### config.mk
export PLATFORM = sky130hd
export DESIGN_NAME = accum_core_param
export DESIGN_NICKNAME = d
export VERILOG_FILES = /design/src/rtl/accum_core_pkg.sv /design/src/rtl/accum_mul_seq.sv /design/src/rtl/accum_core_param.sv
export SDC_FILE = /design/constraint.sdc
export NUM_CORES = 1
export LEC_CHECK = 0
export ABC_AREA = 1
export BUFFER_PORTS_ARGS = -buffer_cell sky130_fd_sc_hd__buf_2
export CELL_PAD_IN_SITES_DETAIL_PLACEMENT = 0
export CELL_PAD_IN_SITES_GLOBAL_PLACEMENT = 1
export CORE_MARGIN = 8
export CORE_UTILIZATION = 40
export CTS_BUF_LIST = sky130_fd_sc_hd__clkbuf_8
export CTS_CLUSTER_SIZE = 14
export DETAILED_ROUTE_END_ITERATION = 6
export PLACE_DENSITY_LB_ADDON = 0.1
export SYNTH_ARGS = -nofsm -noshare
export SYNTH_HDL_FRONTEND = slang
export SYNTH_HIERARCHICAL = 1
export SYNTH_SLANG_ARGS = --single-unit
export TNS_END_PERCENT = 50
### constraint.sdc
create_clock -name clk -period 2.15 [get_ports clk]
set_clock_uncertainty 0.2 [all_clocks]
set_input_delay 0 -clock clk [delete_from_list [all_inputs] [get_ports clk]]
set_output_delay 0 -clock clk [all_outputs]
set_load 0.05 [all_outputs]
### src/rtl/accum_core_pkg.sv
// accum_core_pkg: opcodes, FSM states and width helpers for the accumulator core
package accum_core_pkg;
  localparam int OP_W = 4;
  localparam logic [OP_W-1:0] OP_NOP  = 4'h0;
  localparam logic [OP_W-1:0] OP_LDI  = 4'h1;
  localparam logic [OP_W-1:0] OP_ADDI = 4'h2;
  localparam logic [OP_W-1:0] OP_SUBI = 4'h3;
  localparam logic [OP_W-1:0] OP_ANDI = 4'h4;
  localparam logic [OP_W-1:0] OP_ORI  = 4'h5;
  localparam logic [OP_W-1:0] OP_XORI = 4'h6;
  localparam logic [OP_W-1:0] OP_SHL  = 4'h7;
  localparam logic [OP_W-1:0] OP_SHR  = 4'h8;
  localparam logic [OP_W-1:0] OP_JMP  = 4'h9;
  localparam logic [OP_W-1:0] OP_BZ   = 4'hA;
  localparam logic [OP_W-1:0] OP_BNZ  = 4'hB;
  localparam logic [OP_W-1:0] OP_MUL  = 4'hC;
  localparam logic [OP_W-1:0] OP_HALT = 4'hD;
  typedef enum logic [1:0] {ST_RUN, ST_MUL, ST_HALT} state_t;
  function automatic int cnt_w(int steps);
    return $clog2(steps + 1);
  endfunction
endpackage

### src/rtl/accum_mul_seq.sv
// accum_mul_seq: shift-add multiplier, one multiplier bit per cycle, done on the last step
module accum_mul_seq
  import accum_core_pkg::*;
#(
  parameter int DATA_W = 8,
  parameter int IMM_W  = 4
) (
  input  logic              clk,
  input  logic              rst,
  input  logic              start,
  input  logic [DATA_W-1:0] a,
  input  logic [IMM_W-1:0]  b,
  output logic              done,
  output logic [DATA_W-1:0] product
);
  localparam int CW = cnt_w(IMM_W);
  logic run;
  logic [DATA_W-1:0] mcand, part;
  logic [IMM_W-1:0] mplier;
  logic [CW-1:0] cnt;
  assign product = part + (mplier[0] ? mcand : '0);
  assign done = run && cnt == CW'(IMM_W - 1);
  always_ff @(posedge clk or posedge rst) begin
    if (rst) begin
      run <= 1'b0;
      mcand <= '0;
      mplier <= '0;
      part <= '0;
      cnt <= '0;
    end else if (start) begin
      run <= 1'b1;
      mcand <= a;
      mplier <= b;
      part <= '0;
      cnt <= '0;
    end else if (run) begin
      part <= product;
      mcand <= mcand << 1;
      mplier <= mplier >> 1;
      cnt <= cnt + 1'b1;
      run <= !done;
    end
  end
endmodule

### src/rtl/accum_core_param.sv
// accum_core_param: parametrised accumulator core with handshake, flags, sequential multiply and halt
module accum_core_param
  import accum_core_pkg::*;
#(
  parameter int DATA_W = 8,
  parameter int PC_W   = 8,
  parameter int IMM_W  = 4
) (
  input  logic              clk,
  input  logic              CLB,
  input  logic [IMM_W+3:0]  input_ins,
  input  logic              ins_valid,
  output logic              ins_ready,
  output logic [PC_W-1:0]   pc,
  output logic [DATA_W-1:0] accum_value,
  output logic              carry,
  output logic              zero,
  output logic              busy,
  output logic              halted,
  output logic              illegal
);
  state_t st, st_n;
  logic [OP_W-1:0] op;
  logic [IMM_W-1:0] imm;
  logic [DATA_W-1:0] immz, acc_n, mprod;
  logic [DATA_W:0] sum, dif;
  logic [PC_W-1:0] pc_n, pc_inc, pc_br;
  logic carry_n, ill_n, accept, mdone;
  assign op = input_ins[IMM_W+3:IMM_W];
  assign imm = input_ins[IMM_W-1:0];
  assign immz = DATA_W'(imm);
  assign sum = {1'b0, accum_value} + {1'b0, immz};
  assign dif = {1'b0, accum_value} - {1'b0, immz};
  assign pc_inc = pc + 1'b1;
  assign pc_br = pc + PC_W'($signed(imm));
  assign accept = ins_valid && st == ST_RUN;
  assign zero = accum_value == '0;
  assign ins_ready = st == ST_RUN;
  assign busy = st == ST_MUL;
  assign halted = st == ST_HALT;
  accum_mul_seq #(.DATA_W(DATA_W), .IMM_W(IMM_W)) u_mul (
    .clk(clk), .rst(CLB), .start(accept && op == OP_MUL), .a(accum_value), .b(imm),
    .done(mdone), .product(mprod)
  );
  always_comb begin
    acc_n = accum_value;
    pc_n = pc;
    carry_n = carry;
    st_n = st;
    ill_n = 1'b0;
    if (st == ST_MUL && mdone) begin
      acc_n = mprod;
      pc_n = pc_inc;
      st_n = ST_RUN;
    end else if (accept) begin
      pc_n = pc_inc;
      case (op)
        OP_NOP:  ;
        OP_LDI:  acc_n = immz;
        OP_ADDI: {carry_n, acc_n} = sum;
        OP_SUBI: {carry_n, acc_n} = dif;
        OP_ANDI: acc_n = accum_value & immz;
        OP_ORI:  acc_n = accum_value | immz;
        OP_XORI: acc_n = accum_value ^ immz;
        OP_SHL:  acc_n = accum_value << imm;
        OP_SHR:  acc_n = accum_value >> imm;
        OP_JMP:  pc_n = pc_br;
        OP_BZ:   pc_n = zero ? pc_br : pc_inc;
        OP_BNZ:  pc_n = zero ? pc_inc : pc_br;
        OP_MUL: begin
          pc_n = pc;
          st_n = ST_MUL;
        end
        OP_HALT: begin
          pc_n = pc;
          st_n = ST_HALT;
        end
        default: ill_n = 1'b1;
      endcase
    end
  end
  always_ff @(posedge clk or posedge CLB) begin
    if (CLB) begin
      st <= ST_RUN;
      pc <= '0;
      accum_value <= '0;
      carry <= 1'b0;
      illegal <= 1'b0;
    end else begin
      st <= st_n;
      pc <= pc_n;
      accum_value <= acc_n;
      carry <= carry_n;
      illegal <= ill_n;
    end
  end
endmodule

# == Word-level counts from Yosys, hierarchy flattened ==
# Cells that the tools add are included.
# totals
word_cells,84
ff_bits,44
out_inout_bits,22
input_bits,11
# classes
n_eq_ne,17
n_shift,2
bitwise_logic,4
n_mux,26
n_addsub,6
reduce_logical,19
# ops
op,n
two-way mux 8 bit,11
one-hot mux 8 bit (8 select lines),1
one-hot mux 8 bit (4 select lines),1
== test 4 bit (second input constant),6
adder 8 bit,2
== test 4 x 3 -> 1 bit (second input constant),4
OR reduction 14 bit,1
adder 8 x 4 -> 9 bit,1
nonzero test 9 bit,1
subtractor 8 x 4 -> 9 bit,1
adder 8 x 1 -> 8 bit (second input constant),1
bitwise AND 8 x 4 -> 8 bit,1
== test 4 x 2 -> 1 bit (second input constant),2
logical NOT 8 bit,1
two-way mux 4 bit,2
OR 8 x 4 -> 8 bit,1
left shift 8 x 4 -> 8 bit,1
>> shifter 8 x 4 -> 8 bit,1
XOR 8 x 4 -> 8 bit,1
two-way mux 3 bit,2
AND reduction 2 bit,3
nonzero test 2 bit,3
two-way mux 1 bit,5
== test 4 x 1 -> 1 bit (second input constant),1
other kinds (16),20

# == Logic depth before layout (Yosys ltp) ==
# Gate-level depths: netlist (run 1).
# logic_depth
ltp_word,5
depth_mapped,15

# == Modules after synthesis ==
# Netlist (run 1), hierarchy kept.
# modules_own_cells
module,cells_each,instances,area_each_um2
accum_core_param,516,1,2961.6
accum_mul_seq,163,1,1386.3

# == Least setup slack after synthesis (run 1) ==
# OpenSTA, ideal clock, no wires.
# synth_timing
path_kind,reg2reg
startpoint,register st[0]
endpoint,register u_mul.part[2]
setup_time_ns,0.121
synth_period_minus_slack_ns,2.347
arrival_time_ns,2.026
required_time_ns,1.829
setup_slack_ns,-0.197
path_buffers,0
path_stages_with_launch,10
cell_sequence,dfrtp_1 > nor2_1 > nand2_1 > inv_1 > nand2_1 > inv_1 > inv_2 > nand2_4 > inv_4 > a22o_1
# synth_between
elab_chain_len,4
word_cells_on_any_way,5
cone_classes,1 x mux; 4 x reduce/logical
# synth_lines
item,line_no,text
"start, declared",accum_core_param.sv:22,"state_t st, st_n;"
"start signal, assigned",accum_core_param.sv:90,st <= st_n;
logical NOT 2 bit (*),-,
via ins_ready,accum_core_param.sv:13,"output logic ins_ready,"
logical AND 1 bit (*),accum_core_param.sv:36,assign accept = ins_valid && st == ST_RUN;
logical AND 1 bit (*),accum_core_param.sv:42,".clk(clk), .rst(CLB), .start(accept && op == OP_MUL), .a(accum_value), .b(imm),"
two-way mux 8 bit / nonzero test 2 bit (equally long branches),-,
"end signal, assigned",accum_mul_seq.sv:37,part <= product;
"end, declared",accum_mul_seq.sv:18,"logic [DATA_W-1:0] mcand, part;"
# The timed path passes the listed nets; every way through them passes the cells marked *.
# A chain may end at the register's enable or synchronous reset.

# == Worst setup path after layout (run 1) ==
# layout_timing
startpoint,register u_mul.mplier[0]
endpoint,register accum_value[6]
# layout_between
elab_chain_len,3
# layout_lines
item,line_no,text
"start, declared",accum_mul_seq.sv:19,logic [IMM_W-1:0] mplier;
"start signal, assigned",accum_mul_seq.sv:39,mplier <= mplier >> 1;
two-way mux 8 bit,accum_mul_seq.sv:21,assign product = part + (mplier[0] ? mcand : '0);
adder 8 bit,accum_mul_seq.sv:21,
via mprod[6],accum_core_param.sv:25,"logic [DATA_W-1:0] immz, acc_n, mprod;"
two-way mux 8 bit,accum_core_param.sv:51,if (st == ST_MUL && mdone) begin
"end signal, assigned",accum_core_param.sv:92,accum_value <= acc_n;
"end, declared",accum_core_param.sv:15,"output logic [DATA_W-1:0] accum_value,"
# The timed path passes the listed nets, and every way through them passes these cells.

==> impl_table.tex, run 1 <==
\begin{tabular}{lr}
\hline
Metric & Value \\
\hline
\multicolumn{2}{l}{\textbf{Cells and area}} \\
Fillcell total & 1119 \\
Final core utilization & 50.9\% \\
Layout Area Growth over Synthesis & 25.9\% \\
Antenna Cells & 0 \\
Area taken by multi-input logic gates & 3050 µm² \\
Non-filler cells, final & 908 \\
Layout net count & 812 \\
Flip-flop and latch area & 1110 µm² \\
Fraction of final layout cells with drive strength greater than 1 & 22.5\% \\
\multicolumn{2}{l}{\textbf{Global route}} \\
Routing usage on met1 & 24.7\% \\
Pin count of the biggest net entering global routing & 25 \\
Fraction of met3 tracks used by global routing & 3.40\% \\
Global routing's busiest layer & met2 \\
Wire length of the first global-routing pass & 22.4 mm \\
Total global routing overflow & 0 \\
Number of global-route vias before repair & 4528 \\
Antenna violations before repair & 0 \\
Global routing usage on met2 & 31.7\% \\
Total global-route track usage & 19.2\% \\
\multicolumn{2}{l}{\textbf{Placed design}} \\
Placed Cells incl. Taps & 879 \\
Port-buffer cells & 32 \\
Post-DP HPWL & 10.8 mm \\
Final estimated routing congestion in global placement & 0.856 \\
\multicolumn{2}{l}{\textbf{Clock tree}} \\
CTS buffer count & 5 \\
Clock slew at reported path FFs & 0.10 ns \\
H-tree depth reported by CTS & 2 \\
Latest clock arrival within the worst-skew pair & 0.31 ns \\
TritonCTS clock tree & built \\
Maximum clock path buffer count & 2 \\
Number of clock sinks & 44 \\
Clock root cell & sky130\_fd\_sc\_hd\_\_clkbuf\_8 \\
\multicolumn{2}{l}{\textbf{Drt}} \\
Total iterations of the first detailed-routing run & 5 \\
Total Wirelength & 13.9 mm \\
Final antenna-violating net count & 0 \\
Drt via density & 5.14 \\
DRC viols & 0 \\
Average routed wire per standard cell & 15.3 µm \\
Number of design-rule violations left by the first detailed-router iteration & 245 \\
Total number of vias & 4667 \\
\multicolumn{2}{l}{\textbf{Logic synthesis}} \\
Top post-synthesis cells by area & sky130\_fd\_sc\_hd\_\_dfrtp\_1 25\%, sky130\_fd\_sc\_hd\_\_nand2\_1 21\%, sky130\_fd\_sc\_hd\_\_ha\_1 8.6\%, sky130\_fd\_sc\_hd\_\_nand3\_1 7.6\%, sky130\_fd\_sc\_hd\_\_inv\_1 7.5\% \\
Net count after synthesis & 724 \\
Seq/Total Area, Yosys & 25.3\% \\
Mapped cell area & 4350 µm² \\
Library cell occupying the most area in the post-synthesis netlist & sky130\_fd\_sc\_hd\_\_dfrtp\_1 \\
FF+latch count, synth & 44 \\
Synth warn & 6 \\
Number of enable-type register cells in the synthesized netlist & 0 \\
Dominant register cell in the synthesized netlist & sky130\_fd\_sc\_hd\_\_dfrtp\_1 \\
Fraction of registers with async set/reset & 100\% \\
Share of the synthesized area in the top cell type & 25.3\% \\
Average size of a mapped cell & 6.40 µm² \\
Number of unique standard cell types used by synthesis & 49 \\
Gate count after technology mapping & 679 \\
\multicolumn{2}{l}{\textbf{Floorplan}} \\
Core outline area & 10700 µm² \\
Die height & 120 µm \\
Die area & 14500 µm² \\
I/O pin total & 33 \\
Initial cell density of the core & 40.5\% \\
Die width & 120 µm \\
Number of placement rows & 38 \\
\multicolumn{2}{l}{\textbf{Pwr}} \\
Max rail drop VDD & 233 µV \\
Power density relative to cell area & 357 nW/µm² \\
Leakage & 3.03 nW \\
PnR Total Power & 0.00195 W \\
\multicolumn{2}{l}{\textbf{Worst setup path}} \\
Critical Path Start Type & register \\
Worst endpoint required time & 2.16 ns \\
Critical Path Start & u\_mul/mplier[0] \\
R2R cell count & 13 \\
Setup slack on the worst flop-to-flop path & 0.002 ns \\
Destination of the critical timing path & accum\_value[6] \\
Crit Reg-Reg Startpoint & u\_mul/mplier[0] \\
Type of the worst setup path & reg2reg \\
Endpoint of the most critical register-to-register path & accum\_value[6] \\
Worst-path fanout max & 2 \\
Critical Path Sink Type & register \\
WP data arrival & 2.16 ns \\
\multicolumn{2}{l}{\textbf{STA}} \\
Aggregate negative setup slack & 0 ns \\
Post-layout minimum cycle time & 2.15 ns \\
Count of endpoints failing setup in the final report & 0 \\
Number of hold-slack violations in the final timing report & 0 \\
Period Utilization, post-route & 99.9\% \\
Slew margin rel. & 65.7\% \\
Final Max Tran Viols & 0 \\
Hold Slack & 0.00212 ns \\
Max frequency & 0.465 GHz \\
RSZ-0062 raised after global routing & true \\
Slew at the pin closest to its max-slew limit & 0.513 ns \\
\multicolumn{2}{l}{\textbf{Run status}} \\
Run status & complete, no violations \\
\multicolumn{2}{l}{\textbf{Worst hold path}} \\
Start point of the worst hold path & ins\_valid \\
Worst Hold Class & in2reg \\
\multicolumn{2}{l}{\textbf{Run}} \\
Reported max-cap violation count & 0 \\
\hline
\end{tabular}
==> per-layer routing <==
layer / part of all wire (%) / vias up
met1: 45 / 2164
met5: 0 / -
li1: - / 2347
met4: 2.2 / 0
met2: 47 / 135
met3: 5.5 / 21
==> cell usage after synthesis, types with 4 or more instances <==
cell type,n
sky130_fd_sc_hd__nor2_1,57
sky130_fd_sc_hd__xnor2_1,5
sky130_fd_sc_hd__dfrtp_1,44
sky130_fd_sc_hd__o221ai_1,4
sky130_fd_sc_hd__nand2_1,241
sky130_fd_sc_hd__nand4_1,7
sky130_fd_sc_hd__o21ai_0,18
sky130_fd_sc_hd__o211ai_1,5
sky130_fd_sc_hd__a21oi_1,28
sky130_fd_sc_hd__buf_2,7
sky130_fd_sc_hd__inv_1,87
sky130_fd_sc_hd__xor2_1,8
sky130_fd_sc_hd__nand3_1,66
sky130_fd_sc_hd__o21ai_1,7
sky130_fd_sc_hd__inv_2,4
sky130_fd_sc_hd__fa_1,4
sky130_fd_sc_hd__nor2_4,4
sky130_fd_sc_hd__a22o_1,4
sky130_fd_sc_hd__ha_1,30
==> per-stage QoR <==
stage / setup slack [ns] / cell area, µm²
3_3_place_gp: -0.157 / 4930
4_1_cts: -0.00272 / 5210
6_report: 0.00161 / 5470
3_5_place_dp: -0.143 / 4930
2_1_floorplan: -0.0144 / 4370
5_1_grt: -0.133 / 5470
==> worst max-delay path, cell delays in order, from the launching register on <==
cell and delay (ns):
sky130_fd_sc_hd__dfrtp_1 0.41, sky130_fd_sc_hd__nand2_1 0.08, sky130_fd_sc_hd__inv_2 0.05, sky130_fd_sc_hd__ha_4 0.16, sky130_fd_sc_hd__fa_2 0.36, sky130_fd_sc_hd__nand2_1 0.07
sky130_fd_sc_hd__nand2_1 0.06, sky130_fd_sc_hd__nand3b_1 0.12, sky130_fd_sc_hd__nand3b_1 0.10, sky130_fd_sc_hd__and2_1 0.17, sky130_fd_sc_hd__inv_1 0.05, sky130_fd_sc_hd__nor2_1 0.03
sky130_fd_sc_hd__nor2_1 0.10, sky130_fd_sc_hd__a21boi_1 0.07
==> how the worst min path moves through the flow <==
stage | end | slack (ns) | depth (start not counted)
finish | st[0] | 0.002 | 5
global route | carry | 0.05 | 5
CTS | st[0] | 0.004 | 5
detailed placement | illegal | -0.13 | 2
global placement | illegal | -0.15 | 2
floorplan | accum_value[4] | -0.24 | 1
==> registers in the layout (all words and copies together), names as in the netlist, 2 cells and up <==
register and count:
accum_value 8, u_mul/part 8, pc 8, st 2, u_mul/cnt 3, u_mul/mplier 4
u_mul/mcand 8
==> where the power goes <==
part           switching, W  internal (W)
Clock              0.000331      0.000381
Combinational      0.000268      0.000139
Sequential       0.00000262      0.000831
==> kinds of logic after synthesis <==
logic type / synth area share (%)
AND/OR/NAND/NOR: 38.6
buffers and inverters: 10.3
multiplexers: 0.230
XOR/XNOR: 2.62
adder cells (fa/ha/maj): 10.5
AO/OA/AOI/OAI: 12.4
flip-flops: 25.3
==> cell usage in the layout (no fill, tap or decap), types with 10 or more instances in the layout <==
master / instances
sky130_fd_sc_hd__buf_2: 32
sky130_fd_sc_hd__nand2_1: 229
sky130_fd_sc_hd__a21oi_1: 25
sky130_fd_sc_hd__nor2_1: 51
sky130_fd_sc_hd__o21ai_0: 18
sky130_fd_sc_hd__buf_4: 53
sky130_fd_sc_hd__nand3_1: 63
sky130_fd_sc_hd__ha_1: 20
sky130_fd_sc_hd__inv_1: 82
sky130_fd_sc_hd__dlygate4sd3_1: 10
sky130_fd_sc_hd__nand2_2: 13
sky130_fd_sc_hd__dfrtp_1: 37
==> layout make-up <==
class                           instances  share of cell area, %
Multi-Input combinational cell        527                   55.7
Timing Repair Buffer                   96                   12.2
Clock inverter                          2                  0.709
Tap cell                              140                   3.20
Clock buffer                            6                   1.51
Inverter                               93                   6.42
Sequential cell                        44                   20.3
==> what timing repair did <==
| action | in CTS | in global routing |
|---|---|---|
| setup buffers | 1 | 10 |
| endpoints found under the hold margin | 54 | 0 |
| resized for setup | 9 | 40 |
| cloned | 0 | 0 |
| hold buffers | 10 | 0 |
| pin swaps | 4 | 22 |
| setup endpoints to repair | 7 | 16 |
Power figures use the tool's default switching activity.
==> run 2: changes to the inputs <==
ABC_AREA = default   (was 1)
CORE_UTILIZATION = 43   (was 40)
SETUP_SLACK_MARGIN = 0.05   (was default)
==> run 2 against run 1 <==
The run now ends with negative setup slack left. Setup slack worse by 0.30 ns. Global-route usage increased by 2.3 points. Non-clock buffer count grew 59. Sequential power up 84%. Clock-buffer cell count fell by 1. Final area increased by 8.4%. Via count decreased by 5.4%. Utilization is 11 points higher. Sequential share of layout area fell by 1.5 points.
==> impl_table.tex, run 2 <==
\begin{tabular}{lr}
\hline
Metric & Value \\
\hline
\multicolumn{2}{l}{\textbf{Floorplan}} \\
Die area & 13200 µm² (was 14500 µm²) \\
Die width & 115 µm (was 120 µm) \\
Initial cell density of the core & 43.7\% (was 40.5\%) \\
I/O pin total & 33 (unchanged) \\
Die height & 115 µm (was 120 µm) \\
Number of placement rows & 36 (was 38) \\
Core outline area & 9640 µm² (was 10700 µm²) \\
\multicolumn{2}{l}{\textbf{Worst setup path}} \\
Worst-path fanout max & 6 (was 2) \\
Type of the worst setup path & reg2reg (unchanged) \\
Critical Path Sink Type & register (unchanged) \\
Critical Path Start Type & register (unchanged) \\
WP data arrival & 2.45 ns (was 2.16 ns) \\
Worst endpoint required time & 2.15 ns (was 2.16 ns) \\
\multicolumn{2}{l}{\textbf{Global route}} \\
Total global-route track usage & 21.5\% (was 19.2\%) \\
Total global routing overflow & 0 (unchanged) \\
Antenna violations before repair & 0 (unchanged) \\
Wire length of the first global-routing pass & 22.8 mm (was 22.4 mm) \\
Pin count of the biggest net entering global routing & 29 (was 25) \\
Number of global-route vias before repair & 4473 (was 4528) \\
\multicolumn{2}{l}{\textbf{Clock tree}} \\
Clock slew at reported path FFs & 0.09 ns (was 0.10 ns) \\
CTS buffer count & 5 (unchanged) \\
TritonCTS clock tree & built (unchanged) \\
Number of clock sinks & 44 (unchanged) \\
H-tree depth reported by CTS & 2 (unchanged) \\
Latest clock arrival within the worst-skew pair & 0.30 ns (was 0.31 ns) \\
Maximum clock path buffer count & 2 (unchanged) \\
Clock root cell & sky130\_fd\_sc\_hd\_\_clkbuf\_8 (unchanged) \\
\multicolumn{2}{l}{\textbf{Run status}} \\
Violations in the final reports & negative setup slack \\
Run status & finished, violations left (was complete, no violations) \\
\multicolumn{2}{l}{\textbf{Drt}} \\
Total iterations of the first detailed-routing run & 5 (unchanged) \\
Average routed wire per standard cell & 18.2 µm (was 15.3 µm) \\
Total Wirelength & 13.9 mm (about the same) \\
Total number of vias & 4414 (was 4667) \\
Drt via density & 5.79 (was 5.14) \\
DRC viols & 0 (unchanged) \\
Final antenna-violating net count & 0 (unchanged) \\
Number of design-rule violations left by the first detailed-router iteration & 337 (was 245) \\
\multicolumn{2}{l}{\textbf{Logic synthesis}} \\
Library cell occupying the most area in the post-synthesis netlist & sky130\_fd\_sc\_hd\_\_dfrtp\_1 (unchanged) \\
Fraction of registers with async set/reset & 100\% (unchanged) \\
Dominant register cell in the synthesized netlist & sky130\_fd\_sc\_hd\_\_dfrtp\_1 (unchanged) \\
Top post-synthesis cells by area & sky130\_fd\_sc\_hd\_\_dfrtp\_1 26\%, sky130\_fd\_sc\_hd\_\_ha\_1 8.9\%, sky130\_fd\_sc\_hd\_\_mux2i\_1 5.9\%, sky130\_fd\_sc\_hd\_\_o21ai\_0 4.4\%, sky130\_fd\_sc\_hd\_\_mux4\_2 3.7\% (was sky130\_fd\_sc\_hd\_\_dfrtp\_1 25\%, sky130\_fd\_sc\_hd\_\_nand2\_1 21\%, sky130\_fd\_sc\_hd\_\_ha\_1 8.6\%, sky130\_fd\_sc\_hd\_\_nand3\_1 7.6\%, sky130\_fd\_sc\_hd\_\_inv\_1 7.5\%) \\
Net count after synthesis & 545 (was 724) \\
Most used standard cell by instance count after synthesis & sky130\_fd\_sc\_hd\_\_dfrtp\_1 (was sky130\_fd\_sc\_hd\_\_nand2\_1) \\
FF+latch count, synth & 44 (unchanged) \\
Gate count after technology mapping & 500 (was 679) \\
Most common library cells after synthesis & 44 x sky130\_fd\_sc\_hd\_\_dfrtp\_1, 41 x sky130\_fd\_sc\_hd\_\_nand2\_1, 37 x sky130\_fd\_sc\_hd\_\_o21ai\_0, 34 x sky130\_fd\_sc\_hd\_\_nor2\_1 (was 241 x sky130\_fd\_sc\_hd\_\_nand2\_1, 87 x sky130\_fd\_sc\_hd\_\_inv\_1, 66 x sky130\_fd\_sc\_hd\_\_nand3\_1, 57 x sky130\_fd\_sc\_hd\_\_nor2\_1, 44 x sky130\_fd\_sc\_hd\_\_dfrtp\_1) \\
Synth warn & 6 (unchanged) \\
Seq/Total Area, Yosys & 26.2\% (was 25.3\%) \\
Average size of a mapped cell & 8.42 µm² (was 6.40 µm²) \\
Mapped cell area & 4210 µm² (was 4350 µm²) \\
Share of the synthesized area in the top cell type & 26.2\% (was 25.3\%) \\
Number of enable-type register cells in the synthesized netlist & 0 (unchanged) \\
Number of unique standard cell types used by synthesis & 67 (was 49) \\
\multicolumn{2}{l}{\textbf{Cells and area}} \\
Layout Area Growth over Synthesis & 41.1\% (was 25.9\%) \\
Most frequent cells in the layout & 113 x sky130\_fd\_sc\_hd\_\_buf\_4, 40 x sky130\_fd\_sc\_hd\_\_nand2\_1, 36 x sky130\_fd\_sc\_hd\_\_dfrtp\_1 (was 229 x sky130\_fd\_sc\_hd\_\_nand2\_1, 82 x sky130\_fd\_sc\_hd\_\_inv\_1, 63 x sky130\_fd\_sc\_hd\_\_nand3\_1) \\
Antenna Cells & 0 (unchanged) \\
Fillcell total & 874 (was 1119) \\
Most frequent standard cell in the layout excluding fill and tap cells & sky130\_fd\_sc\_hd\_\_buf\_4 (was sky130\_fd\_sc\_hd\_\_nand2\_1) \\
Fraction of final layout cells with drive strength greater than 1 & 40.7\% (was 22.5\%) \\
Final non-filler cell area & 5940 µm² (was 5470 µm²) \\
Layout net count & 673 (was 812) \\
\multicolumn{2}{l}{\textbf{Worst hold path}} \\
Worst Hold Class & in2async (was in2reg) \\
\multicolumn{2}{l}{\textbf{Placed design}} \\
Final estimated routing congestion in global placement & 0.968 (was 0.856) \\
Worst Setup Slack post-DPL & -0.370 ns (was -0.143 ns) \\
Port-buffer cells & 32 (unchanged) \\
Post-DP HPWL & 10.2 mm (was 10.8 mm) \\
DP Area & 5340 µm² (was 4930 µm²) \\
\multicolumn{2}{l}{\textbf{Pwr}} \\
Switch share & 47.1\% (was 30.8\%) \\
Max rail drop VDD & 780 µV (was 233 µV) \\
Switching power total & 0.00351 W (was 0.000602 W) \\
Pint & 0.00394 W (was 0.00135 W) \\
Leakage & 2.60 nW (was 3.03 nW) \\
Clock group share of total power & 8.7\% (was 36.5\%) \\
Combinational share of power & 70.8\% (was 20.9\%) \\
Fraction of power consumed by sequential logic & 20.5\% (was 42.7\%) \\
Power density relative to cell area & 1250 nW/µm² (was 357 nW/µm²) \\
\multicolumn{2}{l}{\textbf{STA}} \\
Max frequency & 0.408 GHz (was 0.465 GHz) \\
Count of endpoints failing setup in the final report & 19 (was 0) \\
Hold Slack & 0.0934 ns (was 0.00212 ns) \\
Final setup margin & -0.301 ns (was 0.00161 ns) \\
Period Utilization, post-route & 114\% (was 99.9\%) \\
RSZ-0062 raised after global routing & true (unchanged) \\
Number of hold-slack violations in the final timing report & 0 (unchanged) \\
Final Max Tran Viols & 0 (unchanged) \\
Slew at the pin closest to its max-slew limit & 0.597 ns (was 0.513 ns) \\
Post-layout minimum cycle time & 2.45 ns (was 2.15 ns) \\
Aggregate negative setup slack & -3.05 ns (was 0 ns) \\
Slew margin rel. & 60.1\% (was 65.7\%) \\
\multicolumn{2}{l}{\textbf{Run}} \\
Reported max-cap violation count & 0 (unchanged) \\
\hline
\end{tabular}
==> run 2: cell count changes after synthesis, moves of 8 or more <==
cell	delta
sky130_fd_sc_hd__mux2i_1	+24
sky130_fd_sc_hd__nor2b_1	+8
sky130_fd_sc_hd__nand2_1	-200
sky130_fd_sc_hd__nor3_1	+10
sky130_fd_sc_hd__a21o_1	+9
sky130_fd_sc_hd__inv_1	-62
sky130_fd_sc_hd__xnor2_1	+9
sky130_fd_sc_hd__nand3_1	-56
sky130_fd_sc_hd__nor2_1	-23
sky130_fd_sc_hd__o21ai_0	+19
sky130_fd_sc_hd__clkbuf_1	+21
==> run 2: per-stage QoR <==
step           util (%)  power (W)  instances
2_1_floorplan         -    0.00445        500
3_3_place_gp       55.4    0.00608        742
3_5_place_dp       55.4    0.00618        742
4_1_cts            60.6    0.00726        761
5_1_grt            61.6    0.00796        762
6_report           61.6    0.00745        762
==> run 2: worst paths after layout <==
check	start	to	slack (ns)	depth (start not counted)
worst max-delay path	accum_value[0]	pc[6]	-0.30	5
worst min-delay path	CLB	u_mul/part[0]	0.09	4
worst max register to register	accum_value[0]	pc[6]	-0.30	5
worst min register to register	pc[7]	pc[7]	0.27	1
max in group asynchronous	CLB	pc[7]	1.09	4
min in group clk	ins_valid	illegal	0.09	5
==> run 2: critical path, cell delays in order, from the launching register on <==
cell                       delay (ns)
sky130_fd_sc_hd__dfrtp_4         0.54
sky130_fd_sc_hd__or4_4           0.45
sky130_fd_sc_hd__or3_4           0.41
sky130_fd_sc_hd__and3b_2         0.25
sky130_fd_sc_hd__or4_1           0.41
sky130_fd_sc_hd__o311ai_1        0.09
==> run 2: power by group through the flow <==
| stage | Sequential [W] | Combinational, W | Clock, W |
|---|---|---|---|
| after floorplan | 0.00204 | 0.00240 | 0 |
| after global placement | 0.00149 | 0.00459 | 0 |
| after detailed placement | 0.00151 | 0.00467 | 0 |
| after CTS | 0.00151 | 0.00509 | 0.000662 |
| after global routing | 0.00158 | 0.00569 | 0.000695 |
| final | 0.00153 | 0.00527 | 0.000650 |
==> run 2: kinds of logic (layout without fill, tap and decap cells) <==
kind of cell               count (synthesis)  count (layout)  synth area share [%]
adders and majority gates                 34              34                  10.8
xor gates and xnor gates                  20              20                  4.16
and+or+nand+nor                          158             158                  19.4
buffers and inverters                     59             188                  5.62
AOI/OAI and AO/OA                        150             150                  23.3
muxes                                     35              35                  10.5
DFF                                       44              44                  26.2
==> run 2: final cells by class <==
cell class / count / area [µm²] / share of cell area, %
inverters: 25 / 96.3 / 1.62
clock inverters: 3 / 38.8 / 0.653
well taps: 133 / 166 / 2.80
clock buffers: 5 / 68.8 / 1.16
repair buffers: 155 / 1150 / 19.3
multi-input cells: 397 / 3300 / 55.7
flip-flops and latches: 44 / 1110 / 18.8
==> run 2: metal layers <==
layer	up-vias	track usage (%)	wire, µm
met2	150	34.8	6470
met1	2138	28.5	6310
li1	2092	-	-
met5	-	0	0
met4	0	6.57	355
met3	34	3.78	745
==> run 2: what timing repair did <==
action | CTS | global route
setup endpoints to repair | 24 | 24
hold endpoints to repair | 45 | 0
gates cloned | 0 | 0
pin swaps | 43 | 14
setup buffers | 9 | 2
hold buffers | 2 | 0
resized for setup | 63 | 21
==> run 3: changes to the inputs <==
ABC_AREA = 1   (was default)
CORE_UTILIZATION = 40   (was 43)
==> run 3 against run 2 <==
Clock-buffer cell count unchanged. Highest routed layer unchanged. Sequential power decreased by 45%. Global-route usage decreased by 2.4 points. Non-clock buffer count decreased by 61. Setup slack improved by 0.33 ns. The flow now finishes without violations. Die area increased by 9.5%. Final area decreased by 8.1%. First-iteration DRC count decreased by 19%. Clock power decreased by 15%. Register-to-register slack improved by 0.33 ns. Routed wire length decreased by 1.3%. Combinational power decreased by 92%.
==> impl_table.tex, run 3 (synthesis results as in run 1) <==
\begin{tabular}{lr}
\hline
Metric & Value \\
\hline
\multicolumn{2}{l}{\textbf{Worst setup path}} \\
WP data arrival & 2.17 ns (was 2.45 ns) \\
Critical Path Start & accum\_value[0] (unchanged) \\
Type of the worst setup path & reg2reg (unchanged) \\
Crit Reg-Reg Startpoint & accum\_value[0] (unchanged) \\
Worst endpoint required time & 2.19 ns (was 2.15 ns) \\
Critical Path Sink Type & register (unchanged) \\
Worst-path fanout max & 4 (was 6) \\
Critical Path Start Type & register (unchanged) \\
\multicolumn{2}{l}{\textbf{Global route}} \\
Pin count of the biggest net entering global routing & 25 (was 29) \\
Total global-route track usage & 19.0\% (was 21.5\%) \\
Wire length of the first global-routing pass & 22.5 mm (was 22.8 mm) \\
Fraction of met3 tracks used by global routing & 2.42\% (was 3.78\%) \\
Antenna violations before repair & 0 (unchanged) \\
Global routing usage on met2 & 30.8\% (was 34.8\%) \\
Routing usage on met1 & 26.3\% (was 28.5\%) \\
Number of global-route vias before repair & 4503 (was 4473) \\
Total global routing overflow & 0 (unchanged) \\
Global routing's busiest layer & met2 (unchanged) \\
\multicolumn{2}{l}{\textbf{Clock tree}} \\
Number of clock sinks & 44 (unchanged) \\
H-tree depth reported by CTS & 2 (unchanged) \\
Clock root cell & sky130\_fd\_sc\_hd\_\_clkbuf\_8 (unchanged) \\
Latest clock arrival within the worst-skew pair & 0.31 ns (was 0.30 ns) \\
Maximum clock path buffer count & 2 (unchanged) \\
CTS buffer count & 5 (unchanged) \\
Clock slew at reported path FFs & 0.10 ns (was 0.09 ns) \\
TritonCTS clock tree & built (unchanged) \\
\multicolumn{2}{l}{\textbf{Drt}} \\
Drt via density & 5.11 (was 5.79) \\
Number of design-rule violations left by the first detailed-router iteration & 273 (was 337) \\
Final antenna-violating net count & 0 (unchanged) \\
Total iterations of the first detailed-routing run & 5 (unchanged) \\
Total number of vias & 4630 (was 4414) \\
DRC viols & 0 (unchanged) \\
Average routed wire per standard cell & 15.1 µm (was 18.2 µm) \\
Total Wirelength & 13.7 mm (was 13.9 mm) \\
\multicolumn{2}{l}{\textbf{Floorplan}} \\
Number of placement rows & 38 (was 36) \\
Die area & 14500 µm² (was 13200 µm²) \\
Initial cell density of the core & 40.5\% (was 43.7\%) \\
I/O pin total & 33 (unchanged) \\
Die height & 120 µm (was 115 µm) \\
Core outline area & 10700 µm² (was 9640 µm²) \\
Die width & 120 µm (was 115 µm) \\
\multicolumn{2}{l}{\textbf{Cells and area}} \\
Most frequent standard cell in the layout excluding fill and tap cells & sky130\_fd\_sc\_hd\_\_nand2\_1 (was sky130\_fd\_sc\_hd\_\_buf\_4) \\
Layout Area Growth over Synthesis & 25.5\% (was 41.1\%) \\
Layout net count & 810 (was 673) \\
Fraction of final layout cells with drive strength greater than 1 & 22.8\% (was 40.7\%) \\
Fillcell total & 1167 (was 874) \\
Most frequent cells in the layout & 228 x sky130\_fd\_sc\_hd\_\_nand2\_1, 82 x sky130\_fd\_sc\_hd\_\_inv\_1, 63 x sky130\_fd\_sc\_hd\_\_nand3\_1 (was 113 x sky130\_fd\_sc\_hd\_\_buf\_4, 40 x sky130\_fd\_sc\_hd\_\_nand2\_1, 36 x sky130\_fd\_sc\_hd\_\_dfrtp\_1) \\
Antenna Cells & 0 (unchanged) \\
Final core utilization & 50.8\% (was 61.6\%) \\
Non-filler cells, final & 906 (was 762) \\
\multicolumn{2}{l}{\textbf{Pwr}} \\
PnR Total Power & 0.00180 W (was 0.00745 W) \\
Power density relative to cell area & 329 nW/µm² (was 1250 nW/µm²) \\
Leakage & 3.00 nW (was 2.60 nW) \\
Max rail drop VDD & 275 µV (was 780 µV) \\
\multicolumn{2}{l}{\textbf{STA}} \\
Final Max Tran Viols & 0 (unchanged) \\
Count of endpoints failing setup in the final report & 0 (was 19) \\
Max frequency & 0.471 GHz (was 0.408 GHz) \\
Slew at the pin closest to its max-slew limit & 0.469 ns (was 0.597 ns) \\
Period Utilization, post-route & 98.8\% (was 114\%) \\
Post-layout minimum cycle time & 2.12 ns (was 2.45 ns) \\
Hold Slack & 0.0139 ns (was 0.0934 ns) \\
Number of hold-slack violations in the final timing report & 0 (unchanged) \\
Slew margin rel. & 68.7\% (was 60.1\%) \\
RSZ-0062 raised after global routing & true (unchanged) \\
\multicolumn{2}{l}{\textbf{Run}} \\
Reported max-cap violation count & 0 (unchanged) \\
\multicolumn{2}{l}{\textbf{Worst hold path}} \\
Worst Hold Class & in2reg (was in2async) \\
Start point of the worst hold path & ins\_valid \\
\multicolumn{2}{l}{\textbf{Placed design}} \\
Post-DP HPWL & 10.6 mm (was 10.2 mm) \\
Final estimated routing congestion in global placement & 0.908 (was 0.968) \\
Placed Cells incl. Taps & 876 (was 742) \\
Port-buffer cells & 32 (unchanged) \\
\multicolumn{2}{l}{\textbf{Run status}} \\
Run status & complete, no violations (was finished, violations left) \\
\hline
\end{tabular}
==> run 3: changes by cell type in the layout (fill, tap and decap cells not counted), sizes merged, moves of 10 or more <==
cell   previous run  this run
inv              26        92
buf             152        84
o21ai            40        26
nor3             12         2
nor2             34        64
mux2i            25         1
nand3            10        69
nand2            41       244
==> run 3: worst max-delay path, stage by stage (launching register included) <==
cell and delay, ns:
sky130_fd_sc_hd__dfrtp_2 0.46, sky130_fd_sc_hd__inv_2 0.10, sky130_fd_sc_hd__ha_4 0.13, sky130_fd_sc_hd__inv_2 0.04, sky130_fd_sc_hd__fa_2 0.37, sky130_fd_sc_hd__nand2_2 0.08
sky130_fd_sc_hd__nand2_2 0.06, sky130_fd_sc_hd__nand2_4 0.08, sky130_fd_sc_hd__nand2_2 0.06, sky130_fd_sc_hd__nand2_1 0.05, sky130_fd_sc_hd__nand3_1 0.06, sky130_fd_sc_hd__nand2_1 0.08
sky130_fd_sc_hd__inv_1 0.03, sky130_fd_sc_hd__nand2_1 0.06, sky130_fd_sc_hd__nand2_1 0.05, sky130_fd_sc_hd__a21boi_1 0.15
==> run 3: cell type report <==
cell class | count | area (µm²) | area share (%)
well taps | 140 | 175 | 3.21
clock inverters | 3 | 18.8 | 0.344
flip-flops and latches | 44 | 1110 | 20.3
inverters | 93 | 352 | 6.44
clock buffers | 5 | 68.8 | 1.26
multi-input cells | 527 | 3070 | 56.3
repair buffers | 94 | 658 | 12.1
==> run 3: through the flow <==
step / cell area, µm² / worst slack [ns] / setup TNS [ns]
after global placement: 4930 / -0.0332 / -0.0332
after floorplan: 4400 / -0.0144 / -0.0144
after detailed placement: 4930 / -0.0302 / -0.0528
after CTS: 5220 / 0.0284 / 0
final: 5460 / 0.0259 / 0
after global routing: 5460 / -0.116 / -0.338
==> run 3: power by group <==
part	switching, W	leakage (nW)	internal [W]
combinational	0.000269	2.44	0.000139
clock	0.000325	0.0479	0.000228
sequential	0.00000483	0.513	0.000831
total	0.000598	3.00	0.00120
==> run 3: worst paths after layout <==
check | endpoint | slack, ns | depth (start not counted)
max | accum_value[4] | 0.03 | 15
min reg2reg | u_mul/cnt[0] | 0.31 | 1
min | st[0] | 0.01 | 5
max reg2reg | accum_value[4] | 0.03 | 15
max in group asynchronous | accum_value[7] | 1.40 | 4
min in group asynchronous | u_mul/part[7] | 0.09 | 4
==> run 3: repair_timing <==
item	4_1_cts	5_1_grt
setup buffers	8	4
hold buffers	10	0
hold endpoints to repair	53	0
resized for setup	8	44
setup endpoints to repair	10	16
pin swaps	10	21
==> run 3: layer usage <==
metal	vias to the layer above	share of wire, %
met3	22	4.2
met2	114	46
li1	2336	-
met5	-	0
met4	0	1.9
met1	2158	48
